File: src/rtl/ad100_fetch.sv
// ad100_fetch: instruction fetch stage for the ad100 CPU.
// It issues sequential word reads to a fixed one-cycle-latency instruction RAM.
// Returned words are buffered in a DEPTH-entry prefetch queue. The queue head is
// presented to decode over a valid/ready handshake.
// A taken branch or jump (redirect) flushes the queue, drops the in-flight
// response and restarts fetch at the new word-aligned PC.
// Optional feature: define AD100_FETCH_HALT_DETECT_EN to build the sticky
// detector for the `jal x0,0` self-loop that marks program completion.
// Without that macro, halted is tied low.
module ad100_fetch #(
    parameter int          DEPTH    = 4,
    parameter logic [31:0] RESET_PC = 32'h0000_0000
) (
    input  logic        clk,
    input  logic        reset,
    output logic        mem_req,
    output logic [31:0] mem_addr,
    input  logic [31:0] mem_rdata,
    input  logic        redirect,
    input  logic [31:0] redirect_pc,
    output logic        inst_valid,
    input  logic        inst_ready,
    output logic [31:0] instruction,
    output logic [31:0] inst_pc,
    output logic        halted
);

    localparam int AW = $clog2(DEPTH);
    localparam int CW = AW + 1;

    localparam logic [31:0]   NOP_INST  = 32'h0000_0013;
    localparam logic [CW:0]   DEPTH_OCC = (CW + 1)'(DEPTH);

    logic [31:0]   fetch_pc;
    logic [31:0]   req_pc;
    logic          pending;
    logic          running;
    logic [CW-1:0] count;
    logic [AW-1:0] rd_ptr;
    logic [AW-1:0] wr_ptr;
    logic [31:0]   q_pc   [DEPTH];
    logic [31:0]   q_inst [DEPTH];

    logic          push;
    logic          pop;
    logic [CW:0]   occupancy;

    // Request gating and head presentation.
    // Requests are held off until the first edge after reset, so mem_req stays low
    // while reset is asserted. A request is made only when the queue is guaranteed
    // to have room for its response.
    always_comb begin
        occupancy   = {1'b0, count} + {{CW{1'b0}}, pending};
        mem_req     = running && !redirect && (occupancy < DEPTH_OCC);
        mem_addr    = fetch_pc;
        push        = pending && !redirect;
        inst_valid  = (count != '0);
        pop         = inst_valid && inst_ready;
        instruction = NOP_INST;
        inst_pc     = 32'h0000_0000;
        if (inst_valid) begin
            instruction = q_inst[rd_ptr];
            inst_pc     = q_pc[rd_ptr];
        end
    end

    // Fetch PC, outstanding-request tracking and queue occupancy.
    // Redirect overrides every other update.
    always_ff @(posedge clk or posedge reset) begin
        if (reset) begin
            running  <= 1'b0;
            fetch_pc <= RESET_PC;
            req_pc   <= RESET_PC;
            pending  <= 1'b0;
            count    <= '0;
            rd_ptr   <= '0;
            wr_ptr   <= '0;
        end else begin
            running <= 1'b1;
            if (redirect) begin
                fetch_pc <= {redirect_pc[31:2], 2'b00};
                pending  <= 1'b0;
                count    <= '0;
                rd_ptr   <= '0;
                wr_ptr   <= '0;
            end else begin
                pending <= mem_req;
                if (mem_req) begin
                    fetch_pc <= fetch_pc + 32'd4;
                    req_pc   <= fetch_pc;
                end
                if (push) begin
                    wr_ptr <= wr_ptr + 1'b1;
                end
                if (pop) begin
                    rd_ptr <= rd_ptr + 1'b1;
                end
                if (push && !pop) begin
                    count <= count + 1'b1;
                end else if (pop && !push) begin
                    count <= count - 1'b1;
                end
            end
        end
    end

    // Queue storage.
    // Each returned word is written together with the PC it was fetched from.
    always_ff @(posedge clk) begin
        if (push) begin
            q_pc[wr_ptr]   <= req_pc;
            q_inst[wr_ptr] <= mem_rdata;
        end
    end

`ifdef AD100_FETCH_HALT_DETECT_EN
    // Sticky completion flag.
    // It sets when decode accepts a `jal x0,0`, including during a redirect cycle.
    always_ff @(posedge clk or posedge reset) begin
        if (reset) begin
            halted <= 1'b0;
        end else if (pop && (instruction == 32'h0000_006f)) begin
            halted <= 1'b1;
        end
    end
`else
    assign halted = 1'b0;
`endif

endmodule

File: config.mk
export PLATFORM = sky130hd
export DESIGN_NAME = ad100_fetch
export DESIGN_NICKNAME = d
export VERILOG_FILES = /design/src/rtl/ad100_fetch.sv
export SDC_FILE = /design/constraint.sdc
export NUM_CORES = 1
export LEC_CHECK = 0
export CORE_UTILIZATION = 50
export CTS_CLUSTER_DIAMETER = 100
export DETAILED_ROUTE_END_ITERATION = 16
export GPL_ROUTABILITY_DRIVEN = 0
export GPL_TIMING_DRIVEN = 0
export PLACE_DENSITY = 0.82
export REMOVE_ABC_BUFFERS = 1
export SYNTH_ARGS = -nofsm -noshare
export SYNTH_HDL_FRONTEND = slang
export SYNTH_SLANG_ARGS = --single-unit
File: constraint.sdc
create_clock -name clk -period 7.9 [get_ports clk]
set_clock_uncertainty 0.2 [all_clocks]
set_input_delay 1.58 -clock clk [delete_from_list [all_inputs] [get_ports clk]]
set_output_delay 1.58 -clock clk [all_outputs]
set_load 0.005 [all_outputs]
==> results.py, run 1 <==
metrics = {
    "critical_path": {
        "endpoint": "mem_req",
        "startpoint": "redirect",
        "cp_cell_sequence": "buf_2 -> nor2_1 -> nand3_2 -> buf_12 -> inv_1 -> clkdlybuf4s50_1",
        "critical_path_cell_count": 6,
        "cpMaxStageDelayCell": "clkdlybuf4s50_1",
        "crit_path_start_kind": "input port",
        "reg2regPathDepth": 9,
        "cpPeakStageDelay_ps": 580,
        "critPathArrivalTime_ps": 3320,
        "cp.required_ps": 6120,
        "path_buf_inv": 4,
        "crit_type": "in2out",
        "crit_fanout": 44,
        "r2r_slack_ps": 4640,
        "crit_family": "buffers and inverters",
        "r2r_end": "count[2]",
        "r2r-start": "count[2]",
        "endpoint_kind": "primary output",
    },
    "clock_tree": {
        "htreeDepth": 2,
        "clk_latency_ps": 510,
        "root_buffer": "clkbuf_16",
        "cts_sinks": 317,
        "clkTransAtPathRegs_ps": 60,
        "cts_setup_buffers": 0,
        "cts_resized": 0,
        "cts.path.max_buffers": 3,
        "tritoncts": "yes",
        "postCtsHoldBufs": 0,
        "cts_inserted_buffers": 34,
    },
    "synthesis": {
        "synth-async-reset-ratio": 0.218,
        "yosysSeqAreaShare": 0.710,
        "synth_top_cell_by_area": "edfxtp_1",
        "synth_ff_type": "edfxtp_1",
        "netlist_area_um2": 12900,
        "synth_edf_count": 248,
        "yosysTopAreaCellShare": 0.576,
        "synth_cells": 800,
        "ys_warn_count": 0,
        "ys_seq_elements": 317,
        "ys_types": 55,
        "synthTopCellsByArea": "edfxtp_1, dfrtp_1, mux4_2",
        "avgSynthCellArea_um2": 16.2,
    },
    "sta": {
        "period_needed_ps": 5100,
        "setup_tns_ps": 0,
        "grt_setup_unrepaired": "no",
        "finalSetupViolCount": 0,
        "tightest_slew_ps": 1100,
        "timing.final.crit_share": 0.646,
        "fmax_mhz": 196,
        "hold_violations": 0,
        "slew_violations": 0,
        "relSlewSlack": 0.267,
    },
    "hold_path": {
        "hold_class": "reg2reg",
        "whs_path_depth": 0,
    },
    "grt": {
        "grt_pass1_vias": 7445,
        "grt_usage": 0.210,
        "grt_max_degree": 70,
        "overflow": 0,
        "grt_pass1_wl_um": 42200,
        "antenna_found_initial": 0,
    },
    "floorplanning": {
        "rows": 58,
        "core_um2": 25300,
        "start_util": 0.512,
        "die_h_um": 163,
        "fp.dieW_um": 163,
        "io_pins": 167,
        "die-area_um2": 26500,
    },
    "drt": {
        "viasPerCell": 5.60,
        "dr.pass1.iters": 5,
        "post-route-drc-count": 0,
        "via_count": 7364,
        "drt_iter0_markers": 510,
        "ant_nets": 0,
        "drt_wl_total_um": 27000,
        "wl_per_cell_um": 20.5,
    },
    "status": {
        "outcome": "complete, no violations",
    },
    "pwr": {
        "p_total_mw": 5.03,
        "power_density_nw_per_um2": 314,
        "p_sw_mw": 1.32,
        "combPwrFrac": 0.256,
        "p_int_mw": 3.71,
        "leakagePower_nw": 5.60,
        "p_seq_frac": 0.434,
        "p_clk_frac": 0.310,
        "irDropWorstVdd_v": 0.000157,
        "swShare": 0.262,
    },
    "placement": {
        "io_buffers": 159,
        "hpwl_um": 15900,
        "dpl.cell_count": 1253,
    },
    "cells_and_area": {
        "final_util": 0.635,
        "nNetsFinal": 1033,
        "fin_cells": 1314,
        "area_delta_synth_final_pct": 24.1,
        "diodes": 0,
        "final_cell_mix": "edfxtp_1, clkdlybuf4s50_1, nand2_1",
        "drive_above_1_share": 0.146,
        "layout_commonest_cell": "edfxtp_1",
    },
    "job": {
        "maxCapViolations": 0,
    },
}
[cells by family (layout without fill, tap and decap cells)]
family,after synthesis,count (layout),share of synthesized area
simple gates,289,289,0.116
xor+xnor,5,5,0.00339
buf+inv,58,238,0.0214
fa+ha+maj,6,6,0.00639
flops,317,317,0.710
compound gates,57,57,0.0316
other cells,2,6,0.000581
mux,66,66,0.111
[power by group through the flow]
stage	Clock, mW	Combinational [mW]	Sequential (mW)
6_report	1.56	1.29	2.18
5_1_grt	1.66	1.40	2.21
4_1_cts	1.59	1.31	2.18
3_5_place_dp	0	1.31	2.22
3_3_place_gp	0	1.24	2.27
2_1_floorplan	0	0.615	2.20
[through the flow]
stage | setup slack, ps | hold slack (ps) | cell area (µm²)
after floorplan | 2670 | 276 | 12700
after global routing | 2700 | 343 | 16000
after CTS | 2790 | 322 | 16000
after global placement | 54.0 | 290 | 14700
final | 2800 | 321 | 16000
after detailed placement | 2830 | 307 | 14900
[worst min path at each step]
stage / from / endpoint / slack [ps]
2_1_floorplan: req_pc[10] / q_pc[0][10] / 280
3_3_place_gp: req_pc[18] / q_pc[3][18] / 290
3_5_place_dp: req_pc[8] / q_pc[3][8] / 310
4_1_cts: req_pc[8] / q_pc[3][8] / 320
5_1_grt: req_pc[8] / q_pc[3][8] / 340
6_report: req_pc[14] / q_pc[0][14] / 320
[layout make-up]
| type | count | area (µm²) |
|---|---|---|
| Clock buffer | 49 | 1000 |
| Tap cell | 330 | 413 |
| Sequential cell | 317 | 9180 |
| Multi-Input combinational cell | 429 | 3510 |
| Timing Repair Buffer | 167 | 1790 |
| Fill cell | 1775 | 9210 |
| Inverter | 10 | 40.0 |
| Clock inverter | 12 | 113 |
[per-layer routing]
| metal | share of wire | up-vias | wire, µm | GRT usage |
|---|---|---|---|---|
| li1 | - | 3343 | - | - |
| met1 | 0.43 | 3703 | 11600 | 0.293 |
| met2 | 0.48 | 275 | 12800 | 0.334 |
| met3 | 0.074 | 43 | 2000 | 0.0469 |
| met4 | 0.020 | 0 | 529 | 0.0578 |
| met5 | 0 | - | 0 | 0 |
[Yosys cell counts (all sizes together), types with 2 or more instances]
cell / n
nor2b: 7
nor2: 22
nand3b: 5
or2: 3
edfxtp: 248
dfrtp: 69
mux2i: 4
and2: 67
nand2: 126
nor4: 3
or4: 5
or3: 4
o211ai: 8
nand3: 17
conb: 2
ha: 5
clkbuf: 20
buf: 28
a21o: 5
xor2: 2
inv: 10
nor3b: 5
nand2b: 4
and3: 3
o311ai: 4
mux4: 62
nor3: 7
o21ai: 16
xnor2: 3
a21oi: 5
nand4: 9
a221o: 9
o31ai: 3
[sequential cells by signal (all words and copies together), names as in the netlist]
signal,cells
pending,1
q_inst,128
req_pc,30
q_pc,120
rd_ptr,2
mem_addr,30
wr_ptr,2
running,1
count,3
Note: power is estimated with default switching activity, not from simulation.
==> run 2: changes to the inputs <==
PLACE_DENSITY = 0.85   (was 0.82)
clock period = 4.2 ns   (was 7.9 ns; I/O delays follow)
==> results.py, run 2 (synthesized netlist as in run 1, its figures left out) <==
metrics = {
    "floorplanning": {
        "core_um2": 25300,
        "rows": 58,
        "io_pins": 167,
        "die_h_um": 163,
        "fp.dieW_um": 163,
        "start_util": 0.512,
        "die-area_um2": 26500,
    },
    "cells_and_area": {
        "post-route-cell-area_um2": 16000,
        "regArea_um2": 9180,
        "fillerInstances": 1800,
        "final_cell_mix": "edfxtp_1, clkdlybuf4s50_1, nand2_1",
        "drive_above_1_share": 0.151,
        "multi_input_area_um2": 3510,
        "layout_commonest_cell": "edfxtp_1",
        "reg.largest.list": "q_inst (128), q_pc (120)",
        "regMostFlops": "q_inst",
        "area_delta_synth_final_pct": 23.5,
        "nNetsFinal": 1032,
        "diodes": 0,
        "largest_reg_flops": 128,
    },
    "critical_path": {
        "crit_fanout": 64,
        "path_buf_inv": 2,
        "cpPeakStageDelay_ps": 690,
        "critPathArrivalTime_ps": 2910,
        "cpMaxStageDelayCell": "nor3_1",
        "crit_family": "simple AND/OR/NAND/NOR gates",
        "crit_type": "reg2out",
        "crit_path_start_kind": "flop",
        "cp.required_ps": 3160,
        "cp_cell_sequence": "nor3_1 -> inv_4 -> and2_1 -> clkdlybuf4s50_1",
        "endpoint_kind": "primary output",
    },
    "sta": {
        "finalSetupViolCount": 0,
        "tightest_slew_ps": 961,
        "timing.final.crit_share": 0.942,
        "grt_setup_unrepaired": "no",
        "setup_tns_ps": 0,
        "period_needed_ps": 3950,
        "hold_violations": 0,
        "fmax_mhz": 253,
        "relSlewSlack": 0.359,
        "slew_violations": 0,
    },
    "pwr": {
        "p_int_mw": 6.74,
        "power_density_nw_per_um2": 578,
        "irDropWorstVdd_v": 0.000336,
        "p_sw_mw": 2.49,
        "combPwrFrac": 0.269,
        "swShare": 0.270,
        "leakagePower_nw": 5.58,
        "p_clk_frac": 0.287,
        "p_seq_frac": 0.444,
    },
    "drt": {
        "drt_iter0_markers": 630,
        "post-route-drc-count": 0,
        "via_count": 7549,
        "ant_nets": 0,
        "dr.pass1.iters": 5,
        "viasPerCell": 5.75,
        "drt_wl_total_um": 27700,
        "wl_per_cell_um": 21.1,
    },
    "status": {
        "outcome": "complete, no violations",
    },
    "grt": {
        "grt_pass1_vias": 7721,
        "grt_max_degree": 65,
        "overflow": 0,
        "antenna_found_initial": 0,
        "grt_pass1_wl_um": 43000,
        "grt_usage": 0.214,
    },
    "placement": {
        "hpwl_um": 16800,
        "io_buffers": 159,
        "placed_cell_area_um2": 15000,
    },
    "clock_tree": {
        "clkTransAtPathRegs_ps": 60,
        "cts_sinks": 317,
        "tritoncts": "yes",
        "cts.path.max_buffers": 3,
        "postCtsHoldBufs": 0,
        "root_buffer": "clkbuf_16",
        "cts_inserted_buffers": 31,
        "clk_latency_ps": 540,
        "htreeDepth": 1,
    },
    "hold_path": {
        "hold_class": "reg2reg",
    },
    "job": {
        "maxCapViolations": 0,
    },
}
-- run 2: area by class of cell --
type,count,area share
Sequential cell,317,0.575
Multi-Input combinational cell,429,0.220
Timing Repair Buffer,169,0.115
Clock buffer,39,0.0517
Tap cell,330,0.0259
Clock inverter,18,0.00949
Inverter,10,0.00267
-- run 2: final timing paths --
kind | start | endpoint | slack, ps | cells after the start
max | count[0] | inst_pc[12] | 250 | 4
min | req_pc[31] | q_pc[2][31] | 320 | 0
max reg2reg | pending | mem_addr[23] | 860 | 6
min reg2reg | req_pc[31] | q_pc[2][31] | 320 | 0
max in group asynchronous | reset | req_pc[19] | 2830 | 3
min in group asynchronous | reset | mem_addr[2] | 400 | 2
-- run 2: routing by layer --
layer / share of wire / GRT usage / wire [µm]
met2: 0.50 / 0.359 / 13800
met3: 0.080 / 0.0428 / 2210
met1: 0.39 / 0.279 / 10900
met5: 0 / 0 / 0
met4: 0.029 / 0.0765 / 794
-- run 2: worst register-to-register path: stages (launching register included) --
cell      delay [ps]
dfrtp_1          500
nand3_1          150
nand3_2          490
inv_2            930
nand4_4          310
or4_1            570
o211ai_1         100
-- run 2: repair_timing --
item | 4_1_cts | 5_1_grt
resized for setup | 0 | 2
setup buffers | 0 | 1
setup endpoints to repair | 0 | 15
-- run 2: per-stage QoR --
| stage | hold WS [ps] | total power, mW | setup WS (ps) | util | cells |
|---|---|---|---|---|---|
| 6_report | 316 | 9.23 | 245 | 0.632 | 1312 |
| 5_1_grt | 346 | 9.66 | 73.1 | 0.632 | 1312 |
| 4_1_cts | 320 | 9.29 | 73.0 | 0.631 | 1311 |
| 3_5_place_dp | 306 | 6.64 | 148 | 0.592 | 1254 |
| 3_3_place_gp | 289 | 6.60 | -3040 | 0.582 | 1245 |
| 2_1_floorplan | 276 | 5.29 | -294 | - | 756 |
-- run 2: power by group through the flow --
stage / clock [mW] / combinational [mW] / sequential (mW)
3_3_place_gp: 0 / 2.33 / 4.27
3_5_place_dp: 0 / 2.45 / 4.19
4_1_cts: 2.69 / 2.47 / 4.13
6_report: 2.65 / 2.48 / 4.09
5_1_grt: 2.82 / 2.70 / 4.14
2_1_floorplan: 0 / 1.16 / 4.14
==> run 3: changes to the inputs <==
clock period = 3.2 ns   (was 4.2 ns; I/O delays follow)
==> results.py, run 3 (synthesized netlist as in run 1, its figures left out) <==
metrics = {
    "status": {
        "outcome": "complete, no violations",
    },
    "critical_path": {
        "cp.required_ps": 2360,
        "reg2regPathDepth": 6,
        "cpPeakStageDelay_ps": 500,
        "crit_type": "reg2out",
        "endpoint_kind": "primary output",
        "critPathArrivalTime_ps": 2350,
        "path_buf_inv": 2,
        "cp_cell_sequence": "buf_4 -> mux4_2 -> and2_1 -> clkdlybuf4s50_1",
        "crit_fanout": 6,
        "r2r_end": "mem_addr[23]",
        "crit_path_start_kind": "flop",
        "crit_family": "buffers and inverters",
        "r2r_slack_ps": 400,
        "r2r-start": "count[2]",
        "cpMaxStageDelayCell": "dfrtp_4",
    },
    "grt": {
        "antenna_found_initial": 0,
        "grt_usage": 0.222,
        "grt_max_degree": 65,
        "grt_pass1_vias": 7834,
        "grt_pass1_wl_um": 44200,
        "overflow": 0,
    },
    "sta": {
        "fin_hold_ws_ps": 160,
        "slew_violations": 0,
        "finalSetupViolCount": 0,
        "grt_setup_unrepaired": "yes",
        "relSlewSlack": 0.617,
        "worst_slack_ps": 8.06,
        "fmax_mhz": 313,
        "period_needed_ps": 3190,
        "tightest_slew_ps": 575,
        "hold_violations": 0,
        "timing.final.crit_share": 0.997,
    },
    "pwr": {
        "p_total_mw": 12.2,
        "swShare": 0.276,
        "p_clk_frac": 0.286,
        "p_seq_frac": 0.434,
        "combPwrFrac": 0.280,
        "p_int_mw": 8.85,
        "p_sw_mw": 3.38,
        "leakagePower_nw": 6.06,
        "power_density_nw_per_um2": 753,
        "irDropWorstVdd_v": 0.000457,
    },
    "cells_and_area": {
        "layout_commonest_cell": "edfxtp_1",
        "reg.largest.list": "q_inst (128), q_pc (120)",
        "drive_above_1_share": 0.177,
        "regMostFlops": "q_inst",
        "diodes": 0,
        "nNetsFinal": 1060,
        "final_cell_mix": "edfxtp_1, nand2_1, clkdlybuf4s50_1",
        "area_delta_synth_final_pct": 25.7,
        "fin_cells": 1340,
        "largest_reg_flops": 128,
    },
    "clock_tree": {
        "postCtsHoldBufs": 0,
        "clkTransAtPathRegs_ps": 60,
        "cts_sinks": 317,
        "root_buffer": "clkbuf_16",
        "htreeDepth": 1,
        "tritoncts": "yes",
        "clk_latency_ps": 550,
        "cts_inserted_buffers": 31,
        "cts.path.max_buffers": 3,
    },
    "floorplanning": {
        "start_util": 0.512,
        "core_um2": 25300,
        "die-area_um2": 26500,
        "io_pins": 167,
        "rows": 58,
        "fp.dieW_um": 163,
        "die_h_um": 163,
    },
    "drt": {
        "wl_per_cell_um": 21.5,
        "ant_nets": 0,
        "viasPerCell": 5.69,
        "dr.pass1.iters": 5,
        "drt_wl_total_um": 28800,
        "drt_iter0_markers": 618,
        "via_count": 7626,
        "post-route-drc-count": 0,
    },
    "hold_path": {
        "min_from": "redirect",
        "hold_class": "in2reg",
        "whs_path_depth": 2,
        "hold_end": "mem_addr[2]",
    },
    "placement": {
        "io_buffers": 159,
        "hpwl_um": 16800,
        "dpl_worst_slack_ps": -652,
        "dpl.cell_count": 1254,
    },
    "job": {
        "maxCapViolations": 0,
    },
}
-- run 3: cell count changes in the layout (fill, tap and decap cells not counted), moves of 2 or more --
cell             change
buf_12               +2
buf_4               +21
buf_6                +3
clkdlybuf4s15_1      +2
clkdlybuf4s50_1     -60
dlygate4sd2_1       +45
dlymetal6s2s_1      +12
-- run 3: final cells by class --
cell class              count  area, µm²
multi-input cells         429       3530
repair buffers            197       2100
fillers                  1772       9010
flip-flops and latches    317       9180
clock inverters            18        151
clock buffers              39        826
inverters                  10       50.0
well taps                 330        413
-- run 3: metrics by stage --
step | area, µm² | utilization | TNS (ps)
after floorplan | 12700 | - | -64390
after global placement | 14700 | 0.582 | -1120820
after detailed placement | 15000 | 0.592 | -13230
after CTS | 16100 | 0.637 | -1170
after global routing | 16200 | 0.643 | -774
final | 16200 | 0.643 | 0
-- run 3: power by group through the flow --
stage	combinational (mW)	sequential, mW	clock [mW]
floorplan	1.52	5.43	0
global placement	3.06	5.60	0
finish	3.43	5.31	3.49
detailed placement	3.22	5.50	0
global route	3.75	5.35	3.70
CTS	3.34	5.31	3.54
-- run 3: repair_timing --
action | in CTS | in global routing
gates cloned | 2 | 1
endpoints found under the setup margin | 68 | 31
gates resized for setup | 62 | 19
setup buffers | 10 | 17
pin swaps | 0 | 0
-- run 3: routing by layer --
layer / track usage / share of wire / vias to the layer above
met5: 0 / 0 / -
met4: 0.0799 / 0.029 / 0
met3: 0.0456 / 0.075 / 63
met2: 0.373 / 0.50 / 323
met1: 0.287 / 0.40 / 3844
li1: - / - / 3396
-- run 3: worst reg2reg max path: cells and delay by family, from the launching register on --
| kind | cells | cell delay, ps |
|---|---|---|
| simple gates | 4 | 1390 |
| compound gates | 1 | 100 |
| flops | 1 | 480 |
| buf+inv | 1 | 540 |
-- run 3: how the worst max path moves through the flow --
stage / startpoint / slack (ps) / endpoint / depth (start not counted)
3_5_place_dp: redirect / -650 / mem_addr[23] / 8
4_1_cts: rd_ptr[0] / -110 / inst_pc[18] / 4
6_report: rd_ptr[0] / 8 / inst_pc[6] / 4
5_1_grt: rd_ptr[0] / -50 / inst_pc[4] / 5
2_1_floorplan: rd_ptr[0] / -1090 / instruction[0] / 2
3_3_place_gp: redirect / -3840 / mem_addr[23] / 7
